--- config.mk ---
export PLATFORM = sky130hd
export DESIGN_NAME = pc_unit
export DESIGN_NICKNAME = d
export VERILOG_FILES = /design/src/rtl/pc_unit.sv
export SDC_FILE = /design/constraint.sdc
export NUM_CORES = 1
export LEC_CHECK = 0
export ABC_AREA = 1
export CORE_MARGIN = 1.5
export CORE_UTILIZATION = 54
export DETAILED_ROUTE_END_ITERATION = 6
export PLACE_DENSITY = 0.78
export SYNTH_ARGS = -nofsm -noshare
export SYNTH_HDL_FRONTEND = slang
export SYNTH_SLANG_ARGS = --single-unit
export TNS_END_PERCENT = 50
--- constraint.sdc ---
create_clock -name clock -period 2.3 [get_ports clock]
set_input_delay 0.23 -clock clock [delete_from_list [all_inputs] [get_ports clock]]
set_output_delay 0.23 -clock clock [all_outputs]
set_load 0.02 [all_outputs]
--- src/rtl/pc_unit.sv ---
// Program-counter unit: jump/branch/sequential fetch address with stall, exception
// redirect and a circular return-address stack. Optional macro: PC_ALIGN_CHECK_EN.
module pc_unit #(
  parameter int               WIDTH        = 32,
  parameter logic [WIDTH-1:0] RESET_VECTOR = 32'h18C0,
  parameter logic [WIDTH-1:0] JUMP_BASE    = 32'h18C0,
  parameter logic [WIDTH-1:0] EXC_VECTOR   = 32'h0080,
  parameter int               RAS_DEPTH    = 4
) (
  input  logic             clock,
  input  logic             reset,
  input  logic             stall,
  input  logic             exception,
  input  logic             jmpFlag,
  input  logic             callFlag,
  input  logic             retFlag,
  input  logic             branchFlag,
  input  logic             zeroFlag,
  input  logic [WIDTH-1:0] branchOffset,
  input  logic [WIDTH-1:0] jmpAddress,
  output logic [WIDTH-1:0] address,
  output logic             resetControl,
  output logic             rasEmpty,
  output logic             rasOverflow,
  output logic             rasUnderflow
`ifdef PC_ALIGN_CHECK_EN
  ,
  output logic             misaligned
`endif
);

  localparam int PW = (RAS_DEPTH > 1) ? $clog2(RAS_DEPTH) : 1;
  localparam logic [PW:0] FULL_CNT = (PW+1)'(RAS_DEPTH);

  logic [WIDTH-1:0] addr_q, addr_d;
  logic             rc_q, rc_d;
  logic             empty_q, empty_d;
  logic             ovf_q, ovf_d;
  logic             uf_q, uf_d;
  logic             mis_q, mis_d;
  logic [PW-1:0]    wp_q, wp_d;
  logic [PW:0]      cnt_q, cnt_d;
  logic [WIDTH-1:0] mem_q [RAS_DEPTH];

  logic [WIDTH-1:0] seq_addr, tgt;
  logic [PW-1:0]    wp_m1;
  logic             take, push;

  assign seq_addr = addr_q + WIDTH'(4);
  assign wp_m1    = wp_q - 1'b1;

  always_comb begin
    addr_d = addr_q;
    rc_d   = 1'b0;
    uf_d   = 1'b0;
    mis_d  = 1'b0;
    ovf_d  = ovf_q;
    wp_d   = wp_q;
    cnt_d  = cnt_q;
    tgt    = '0;
    take   = 1'b0;
    push   = 1'b0;
    if (!stall) begin
      if (exception) begin
        addr_d = EXC_VECTOR;
        rc_d   = 1'b1;
      end else if (jmpFlag) begin
        tgt  = JUMP_BASE + jmpAddress;
        take = 1'b1;
        push = callFlag;
      end else if (retFlag && (cnt_q != '0)) begin
        tgt   = mem_q[wp_m1];
        take  = 1'b1;
        rc_d  = 1'b1;
        wp_d  = wp_m1;
        cnt_d = cnt_q - 1'b1;
      end else if (retFlag) begin
        addr_d = seq_addr;
        uf_d   = 1'b1;
      end else if (branchFlag && !zeroFlag) begin
        tgt  = addr_q + branchOffset - WIDTH'(4);
        take = 1'b1;
        rc_d = 1'b1;
      end else begin
        addr_d = seq_addr;
      end
      if (take) begin
`ifdef PC_ALIGN_CHECK_EN
        // A misaligned target traps instead of loading; a trapped call must not push.
        if (tgt[1:0] != 2'b00) begin
          addr_d = EXC_VECTOR;
          rc_d   = 1'b1;
          mis_d  = 1'b1;
          push   = 1'b0;
        end else begin
          addr_d = tgt;
        end
`else
        addr_d = tgt;
`endif
      end
      if (push) begin
        wp_d = wp_q + 1'b1;
        if (cnt_q == FULL_CNT) begin
          ovf_d = 1'b1;
        end else begin
          cnt_d = cnt_q + 1'b1;
        end
      end
    end
    empty_d = (cnt_d == '0);
  end

  always_ff @(posedge clock or negedge reset) begin
    if (!reset) begin
      addr_q  <= RESET_VECTOR;
      rc_q    <= 1'b0;
      empty_q <= 1'b1;
      ovf_q   <= 1'b0;
      uf_q    <= 1'b0;
      mis_q   <= 1'b0;
      wp_q    <= '0;
      cnt_q   <= '0;
    end else begin
      addr_q  <= addr_d;
      rc_q    <= rc_d;
      empty_q <= empty_d;
      ovf_q   <= ovf_d;
      uf_q    <= uf_d;
      mis_q   <= mis_d;
      wp_q    <= wp_d;
      cnt_q   <= cnt_d;
    end
  end

  // Pushed return address is the fall-through of the calling PC.
  always_ff @(posedge clock or negedge reset) begin
    if (!reset) begin
      for (int i = 0; i < RAS_DEPTH; i++) mem_q[i] <= '0;
    end else if (push) begin
      mem_q[wp_q] <= seq_addr;
    end
  end

  assign address      = addr_q;
  assign resetControl = rc_q;
  assign rasEmpty     = empty_q;
  assign rasOverflow  = ovf_q;
  assign rasUnderflow = uf_q;
`ifdef PC_ALIGN_CHECK_EN
  assign misaligned   = mis_q;
`else
  logic unused_mis;
  assign unused_mis = mis_q;
`endif

endmodule

Yosys cells after proc, flatten, opt, wreduce, memory -nomap -nowiden --
Index checks and enable logic that the tools add are counted.
Word-level totals: register bits 169, logic and storage cells 86
Operators by class: add/sub/neg operators 8, order comparisons 3, eq/ne operators 6, mux-type cells 45, bitwise operators 3, reductions and logical operators 10
Operators by type and width (count):
- $mux W32 | 14
- $bwmux W128 | 1
- $bmux W32 S2 | 1
- $demux W32 S2 | 1
- $add A13 B32 Y32 const A | 1
- $add A32 B3 Y32 const B | 1
- $add A32 B32 Y32 | 1
- $sub A32 B3 Y32 const B | 1
- $mux W1 | 18
- $mux W3 | 6
- $mux W2 | 4
- $reduce_and A4 Y1 | 2
- $ge A3 B3 Y1 const B | 2
- $ne A3 B2 Y1 const B | 2
- $not A2 Y3 | 2
- $ne A2 B1 Y1 const B | 2
- $ne A4 B3 Y1 const B | 1
- $add A3 B1 Y3 const B | 1
- $eq A3 B3 Y1 const B | 1
- $logic_and A1 B1 Y1 | 3
- $logic_not A3 Y1 | 1
- $lt A3 B1 Y1 const B | 1
- $reduce_and A3 Y1 | 1
- $reduce_bool A3 Y1 | 1
- other kinds (6) | 6

Logic depth before layout (Yosys ltp) --
Gate-level depths: netlist (run 1).
depth in word-level cells 10, mapped depth 17, depth with buffers taken out 17

Least setup slack after synthesis (run 1) --
OpenSTA, ideal clock, no wires.
kind reg2reg, start register addr_q[2] (netlist: address[2]), end register addr_q[17] (netlist: address[17]), library setup time 0.118 ns, arrival time 2.491 ns, required time 2.182 ns, setup slack -0.309 ns, stages on the path, launching flop included 16, period minus slack after synthesis 2.609 ns, cell sequence dfrtp_1 inv_2 ha_1 inv_1 fa_1 nand3_1 nand3_1 nand2_1 nand2_1 nand2_1 nand2_1 or2_2 nand3_1 nand2_1 a21oi_1 nor2_1
Between the ends: cells in the longest elaborated chain, start to end 8, elaborated cells between the ends (all ways) 14
Ends and longest elaborated chain:
- start, declared | line 35 | logic [WIDTH-1:0] addr_q, addr_d;
- start signal, assigned | line 125 | addr_q <= addr_d;
- $add A32 B32 Y32 | line 81 | tgt = addr_q + branchOffset - WIDTH'(4);
- $sub A32 B3 Y32 | line 81
- $mux W32 | line 80 | end else if (branchFlag && !zeroFlag) begin
- $mux W32 | line 77 | end else if (retFlag) begin
- $mux W32 | line 71 | end else if (retFlag && (cnt_q != '0)) begin
- $mux W32 | line 67 | end else if (jmpFlag) begin
- $mux W32 | line 64 | if (exception) begin
- $mux W32 * | line 87 | if (take) begin
Mark *: on every way between the ends. The rest lies on a longest branch, timed or not. The select of a mux whose other input is x is not followed. A chain may end at the register's enable or synchronous reset.

Worst setup path after layout (run 1) --
start register addr_q[7] (netlist: address[7]), end register addr_q[12] (netlist: address[12])
Same word-level chain as after synthesis.

==> results.yml, run 1 <==
outcome:
  status: "finished, violations left"
  violations: "design-rule violations, negative setup slack"
setup_path:
  regToRegEndpoint: "address[12]$_DFFE_PN1P_"
  rr_worst_depth: 16
  worstPathMaxFanout: 4
  cp.arrival_ns: 2.82
  crit_path_start_kind: "register"
  required_ns: 2.67
  slowest_delay_ns: 0.56
  path_class: "reg2reg"
  r2r_setup_slack_ns: -0.14
  worst_setup_path_end_kind: "register"
  critical_path.cell_chain: "inv_4 -> ha_4 -> inv_2 -> ha_4 -> nand2_2 -> inv_1 -> nand2_1 -> nand2_1 -> nand2_1 -> nand3_4 -> buf_4 -> or2_4 -> nand2_1 -> o211ai_1 -> nand2_1 -> a21oi_1"
  r2r-start: "address[7]$_DFFE_PN1P_"
  crit_slowest_cell: "dfstp_2"
  path_common_cell: "nand2_1"
synthesis:
  ys_top_cells_by_area: "dfrtp_1 (32%), nand2_1 (17%), inv_1 (10%), nand3_1 (6.9%), ha_1 (6.8%)"
  yosysUniqueCellTypes: 55
  yosysSeqAreaShare_pct: 32.68
  synth_area_um2: 12960
  synth_cells: 1984
  ys_seq_elements: 169
  synth_area_leader_cell: "dfrtp_1"
  syn_area_per_cell_um2: 6.532
  synth_nets: 2128
  ys_warn_count: 0
  synth_top_area_share_pct: 31.67
layout:
  finalInstanceArea_um2: 17380
  final_util_pct: 73.80
  regArea_um2: 4245
  n_antenna_cell: 0
  final_layout_size_suffix_gt1_share_pct: 22.38
  final_cell_mix: "nand2_1 (528), inv_1 (313), buf_4 (179)"
  area_growth_pct: 34.07
  multiInputGateArea_um2: 8046
  finish.net_count: 2383
  fill_cells: 1914
  layout_commonest_cell: "nand2_1"
floorplanning:
  coreArea_um2: 23540
  die_area_um2: 24940
  die_w_um: 157.9
  initial_utilization_pct: 55.05
  io_pins: 109
  die_y_um: 157.9
  placementRows: 56
detailed_routing:
  wl_mm: 46.95
  firstDrtPassIters: 7
  avgViaCountPerCell: 5.671
  drc: 1
  ant_nets: 0
  routed-via-count: 14580
  routedWlPerCell_um: 18.26
  drt_iter0_drc: 1526
grt:
  grt_util_all_layers_pct: 37.84
  grt_pass1_wl_mm: 71.46
  antenna_found_initial: 1
  grt_pass1_vias: 13760
  grt-ovfl-total: 0
  grt_max_degree: 78
place:
  hpwl_mm: 34.70
  numPortBuffers: 108
  gp_congestion: 0.9762
  placed_cell_area_um2: 15800
run:
  maxCapViolations: 0
sta:
  fin_skew_ns: 0.01248
  post-route-period-util_pct: 106.2
  fin_crit_ns: 2.443
  setup_viol: 21
  setup_tns_ns: -1.638
  layout_setup_ws_ns: -0.1434
  rsz0062_at_grt: "yes"
  max_freq_ghz: 0.4093
  slew_violations: 0
  worst_pin_slew_ns: 0.5841
  hold_viol: 0
  relSlewSlack_pct: 60.65
clocking:
  clockBufferDepth: 2
  cts.sinks: 169
  cts_root_buf: "clkbuf_16"
  clk_latency_ns: 0.44
  clk_pin_slew_ns: 0.07
  numCtsBuffers: 17
  cts_tree: "yes"
  cts.htree.levels: 4
power:
  vdd_drop_max_mv: 1.001
  power_density_nw_per_um2: 1028
  p_leak_nw: 8.890
worst_hold_path:
  hold_class: "in2async"
[power breakdown]
| part | internal [mW] | switching (mW) | total (mW) |
|---|---|---|---|
| Clock | 1.74 | 1.32 | 3.07 |
| Sequential | 4.13 | 0.582 | 4.71 |
| Combinational | 4.06 | 6.03 | 10.1 |
[layer usage]
| metal | GRT usage, % | vias up | share of wire (%) | wire (um) |
|---|---|---|---|---|
| met3 | 4.708 | 161 | 8.5 | 3993 |
| met2 | 63.12 | 799 | 47 | 22210 |
| met4 | 19.23 | 2 | 5.6 | 2637 |
| li1 | - | 6823 | - | - |
| met5 | 0 | - | 0.026 | 12 |
| met1 | 48.27 | 6795 | 39 | 18090 |
[worst max-delay path, delay by kind of cell (launching register included)]
family | cells | cell delay (ns)
AO/OA/AOI/OAI | 2 | 0.14
adder cells (fa/ha/maj) | 2 | 0.49
buffers and inverters | 4 | 0.30
flip-flops | 1 | 0.56
AND/OR/NAND/NOR | 8 | 0.89
[what timing repair did]
| action | 4_1_cts | 5_1_grt |
|---|---|---|
| pin swaps | 21 | 44 |
| endpoints found under the hold margin | 41 | 0 |
| setup buffers | 6 | 3 |
| hold buffers | 1 | 0 |
| gates resized for setup | 77 | 144 |
| setup endpoints to repair | 26 | 32 |
[cells by family (layout without fill, tap and decap cells)]
kind of cell             after synthesis  count (layout)  synth area share (%)
XOR/XNOR                              23              23                 1.612
AO/OA/AOI/OAI                        327             327                 14.19
buffers and inverters                428             696                 12.74
AND/OR/NAND/NOR                      966             966                 31.86
adder cells (fa/ha/maj)               71              71                 6.913
flip-flops                           169             169                 32.68
[how the worst max path moves through the flow]
stage	from	endpoint	cells past startpoint
finish	address[7]$_DFFE_PN1P_	address[12]$_DFFE_PN1P_	16
global route	address[7]$_DFFE_PN1P_	address[10]$_DFFE_PN0P_	15
CTS	address[7]$_DFFE_PN1P_	address[18]$_DFFE_PN0P_	17
detailed placement	branchOffset[4]	address[20]$_DFFE_PN0P_	16
global placement	branchOffset[10]	address[12]$_DFFE_PN1P_	14
floorplan	address[2]$_DFFE_PN0P_	address[17]$_DFFE_PN0P_	15
[cell usage after synthesis, drive strengths merged]
library cell / instances
a21oi: 107
o2111a: 1
nor2: 114
o22ai: 1
and3: 1
o2111ai: 2
o22a: 2
nand2: 606
xnor2: 5
dfstp: 5
a21o: 1
a22oi: 9
clkinv: 1
nand3: 183
nor3: 22
a31o: 1
dfrtp: 164
o21ai: 166
a32o: 10
nor4: 6
o221ai: 2
xor2: 18
ha: 70
a221o: 2
a31oi: 7
nand4: 15
buf: 26
and2: 3
o21bai: 5
inv: 359
a32oi: 1
o211ai: 10
clkbuf: 42
nand3b: 5
fa: 1
or2: 11
[registers in the layout, summed over array words and instances, names as in the netlist]
register / count
mem_q: 128
rasEmpty: 1
wp_q: 2
rasOverflow: 1
resetControl: 1
rasUnderflow: 1
address: 32
cnt_q: 3
[through the flow]
step | total power [mW] | std cells | hold slack [ns] | worst slack [ns]
final | 17.87 | 2571 | 0.3098 | -0.1434
after floorplan | 10.02 | 1984 | -0.06559 | -0.01102
after CTS | 17.09 | 2568 | 0.3203 | -0.08533
after detailed placement | 13.61 | 2529 | 0.2087 | -0.4695
after global routing | 19.02 | 2571 | 0.3587 | -0.2356
after global placement | 13.33 | 2529 | 0.2046 | -0.3981
[final cells by class]
cell class / count / area share (%)
inverters: 360 / 7.863
clock inverters: 14 / 1.066
well taps: 319 / 2.297
multi-input cells: 1387 / 46.31
clock buffers: 18 / 2.470
repair buffers: 304 / 15.56
flip-flops and latches: 169 / 24.43
Power figures use the tool's default switching activity.
==> run 2, diff against run 1 <==
--- a/config.mk
+++ b/config.mk
@@ -7,9 +7,10 @@
 export LEC_CHECK = 0
 export ABC_AREA = 1
 export CORE_MARGIN = 1.5
-export CORE_UTILIZATION = 54
+export CORE_UTILIZATION = 56
 export DETAILED_ROUTE_END_ITERATION = 6
-export PLACE_DENSITY = 0.78
+export GPL_ROUTABILITY_DRIVEN = 0
+export PLACE_DENSITY = 0.77
 export SYNTH_ARGS = -nofsm -noshare
 export SYNTH_HDL_FRONTEND = slang
 export SYNTH_SLANG_ARGS = --single-unit
==> constraint.sdc (replaced) <==
create_clock -name clock -period 2.7 [get_ports clock]
set_input_delay 0.27 -clock clock [delete_from_list [all_inputs] [get_ports clock]]
set_output_delay 0.27 -clock clock [all_outputs]
set_load 0.02 [all_outputs]
==> results.yml, run 2 (synthesis gave the netlist of run 1 again) <==
place:
  placed_cell_area_um2: 14960
  pre_cts_ws_ns: -0.2280
  numPortBuffers: 108
  hpwl_mm: 32.07
  placedCellCount: 2418
floorplanning:
  io_pins: 109
  die_w_um: 155.1
  initial_utilization_pct: 57.24
  coreArea_um2: 22640
  die_y_um: 155.1
  die_area_um2: 24060
  placementRows: 55
power:
  p_leak_nw: 8.341
  p_total_mw: 14.04
  power.switching_mw: 6.203
  power_frac_seq_pct: 28.5
  sw_frac_of_total_pct: 44.17
  combPwrFrac_pct: 52.8
  internal-power_mw: 7.841
  power_density_nw_per_um2: 890.5
  pwr-share-clk_pct: 18.7
  vdd_drop_max_mv: 0.8827
sta:
  worst_pin_slew_ns: 0.8286
  relSlewSlack_pct: 44.76
  setup_viol: 0
  max_freq_ghz: 0.3830
  slew_violations: 0
  layout_setup_ws_ns: 0.08911
  hold_viol: 0
  setup_tns_ns: 0
  post-route-period-util_pct: 96.70
  fin_crit_ns: 2.611
  fin_skew_ns: 0.01182
  hold_ws_ns: 0.3973
  rsz0062_at_grt: "yes"
layout:
  finalInstanceArea_um2: 15770
  finish.net_count: 2302
  final_layout_size_suffix_gt1_share_pct: 11.24
  largest_reg_flops: 128
  final_util_pct: 69.66
  final_cell_mix: "nand2_1 (589), inv_1 (345), nand3_1 (176)"
  fill_cells: 1962
  layout_commonest_cell: "nand2_1"
  instances_no_fill: 2456
  area_growth_pct: 21.69
  top_register: "mem_q"
  n_antenna_cell: 0
outcome:
  violations: "design-rule violations"
  status: "finished, violations left"
detailed_routing:
  avgViaCountPerCell: 5.740
  wl_mm: 43.04
  routedWlPerCell_um: 17.52
  drt_iter0_drc: 1595
  firstDrtPassIters: 7
  ant_nets: 0
  routed-via-count: 14100
  drc: 2
grt:
  grt-ovfl-total: 0
  grt.busiest_layer: "met2"
  grt_util_met3_pct: 7.855
  grt_pass1_vias: 13260
  grt_use_met1_pct: 46.61
  met2_usage_pct: 59.04
  antenna_found_initial: 0
  grt_max_degree: 78
  grt_util_all_layers_pct: 36.32
  grt_pass1_wl_mm: 67.82
setup_path:
  crit_slowest_cell: "dfstp_2"
  required_ns: 3.06
  worst_setup_path_end_kind: "register"
  crit_family: "simple AND/OR/NAND/NOR gates"
  path_class: "reg2reg"
  cp.arrival_ns: 2.97
  crit_path_start_kind: "register"
  critical_path.cell_chain: "clkinvlp_4 -> ha_4 -> inv_1 -> ha_4 -> nand2_2 -> buf_4 -> nor3_1 -> nand2_1 -> nand2_2 -> nand2_1 -> nand3_1 -> nand3_1 -> nand2_1 -> nand2_1 -> a21oi_1"
  path_common_cell: "nand2_1"
  worstPathBufferInverterCount: 3
  worstPathMaxFanout: 5
  slowest_delay_ns: 0.56
clocking:
  cts.htree.levels: 4
  numCtsBuffers: 17
  clk_latency_ns: 0.43
  clk_pin_slew_ns: 0.07
  cts.sinks: 169
  clockBufferDepth: 2
  cts_tree: "yes"
  cts_root_buf: "clkbuf_16"
run:
  maxCapViolations: 0
worst_hold_path:
  hold_class: "in2async"
==> run 2: final timing paths <==
path                                        startpoint  slack, ns  cells past startpoint                 endpoint
worst min register to register    mem_q[9]$_DFFE_PN0P_       0.48                      2     mem_q[9]$_DFFE_PN0P_
worst min-delay path                             reset       0.40                      2  address[29]$_DFFE_PN0P_
min in group clock                mem_q[9]$_DFFE_PN0P_       0.48                      2     mem_q[9]$_DFFE_PN0P_
worst max-delay path            address[6]$_DFFE_PN1P_       0.09                     15  address[30]$_DFFE_PN0P_
worst max register to register  address[6]$_DFFE_PN1P_       0.09                     15  address[30]$_DFFE_PN0P_
max in group asynchronous                        reset       1.56                      3   mem_q[122]$_DFFE_PN0P_
==> run 2: final cells by class <==
cell class                      instances  area (um^2)  area share, %
Clock buffer                           18        429.2          2.721
Clock inverter                         14        193.9          1.230
Inverter                              360         1355          8.592
Multi-Input combinational cell       1387         7214          45.74
Sequential cell                       169         4237          26.86
Tap cell                              285        356.6          2.261
Timing Repair Buffer                  223         1986          12.59
==> run 2: layer usage <==
layer,wire (um),vias up
met2,19620,809
met5,0,-
met4,2161,0
met1,16760,6491
met3,4505,142
li1,-,6656
==> run 2: power groups by stage <==
stage / logic, mW / registers, mW / clock network, mW
after floorplan: 4.38 / 4.08 / 0
after global placement: 6.86 / 3.97 / 0
after detailed placement: 7.02 / 4.02 / 0
after CTS: 7.12 / 3.99 / 2.64
after global routing: 8.19 / 4.10 / 2.74
final: 7.41 / 4.00 / 2.63
==> run 2: timing repair <==
| item | CTS | global route |
|---|---|---|
| setup buffers | 0 | 5 |
| pin swaps | 0 | 6 |
| endpoints found under the hold margin | 52 | 0 |
| hold buffers | 1 | 0 |
| endpoints found under the setup margin | 2 | 23 |
| gates resized for setup | 1 | 31 |
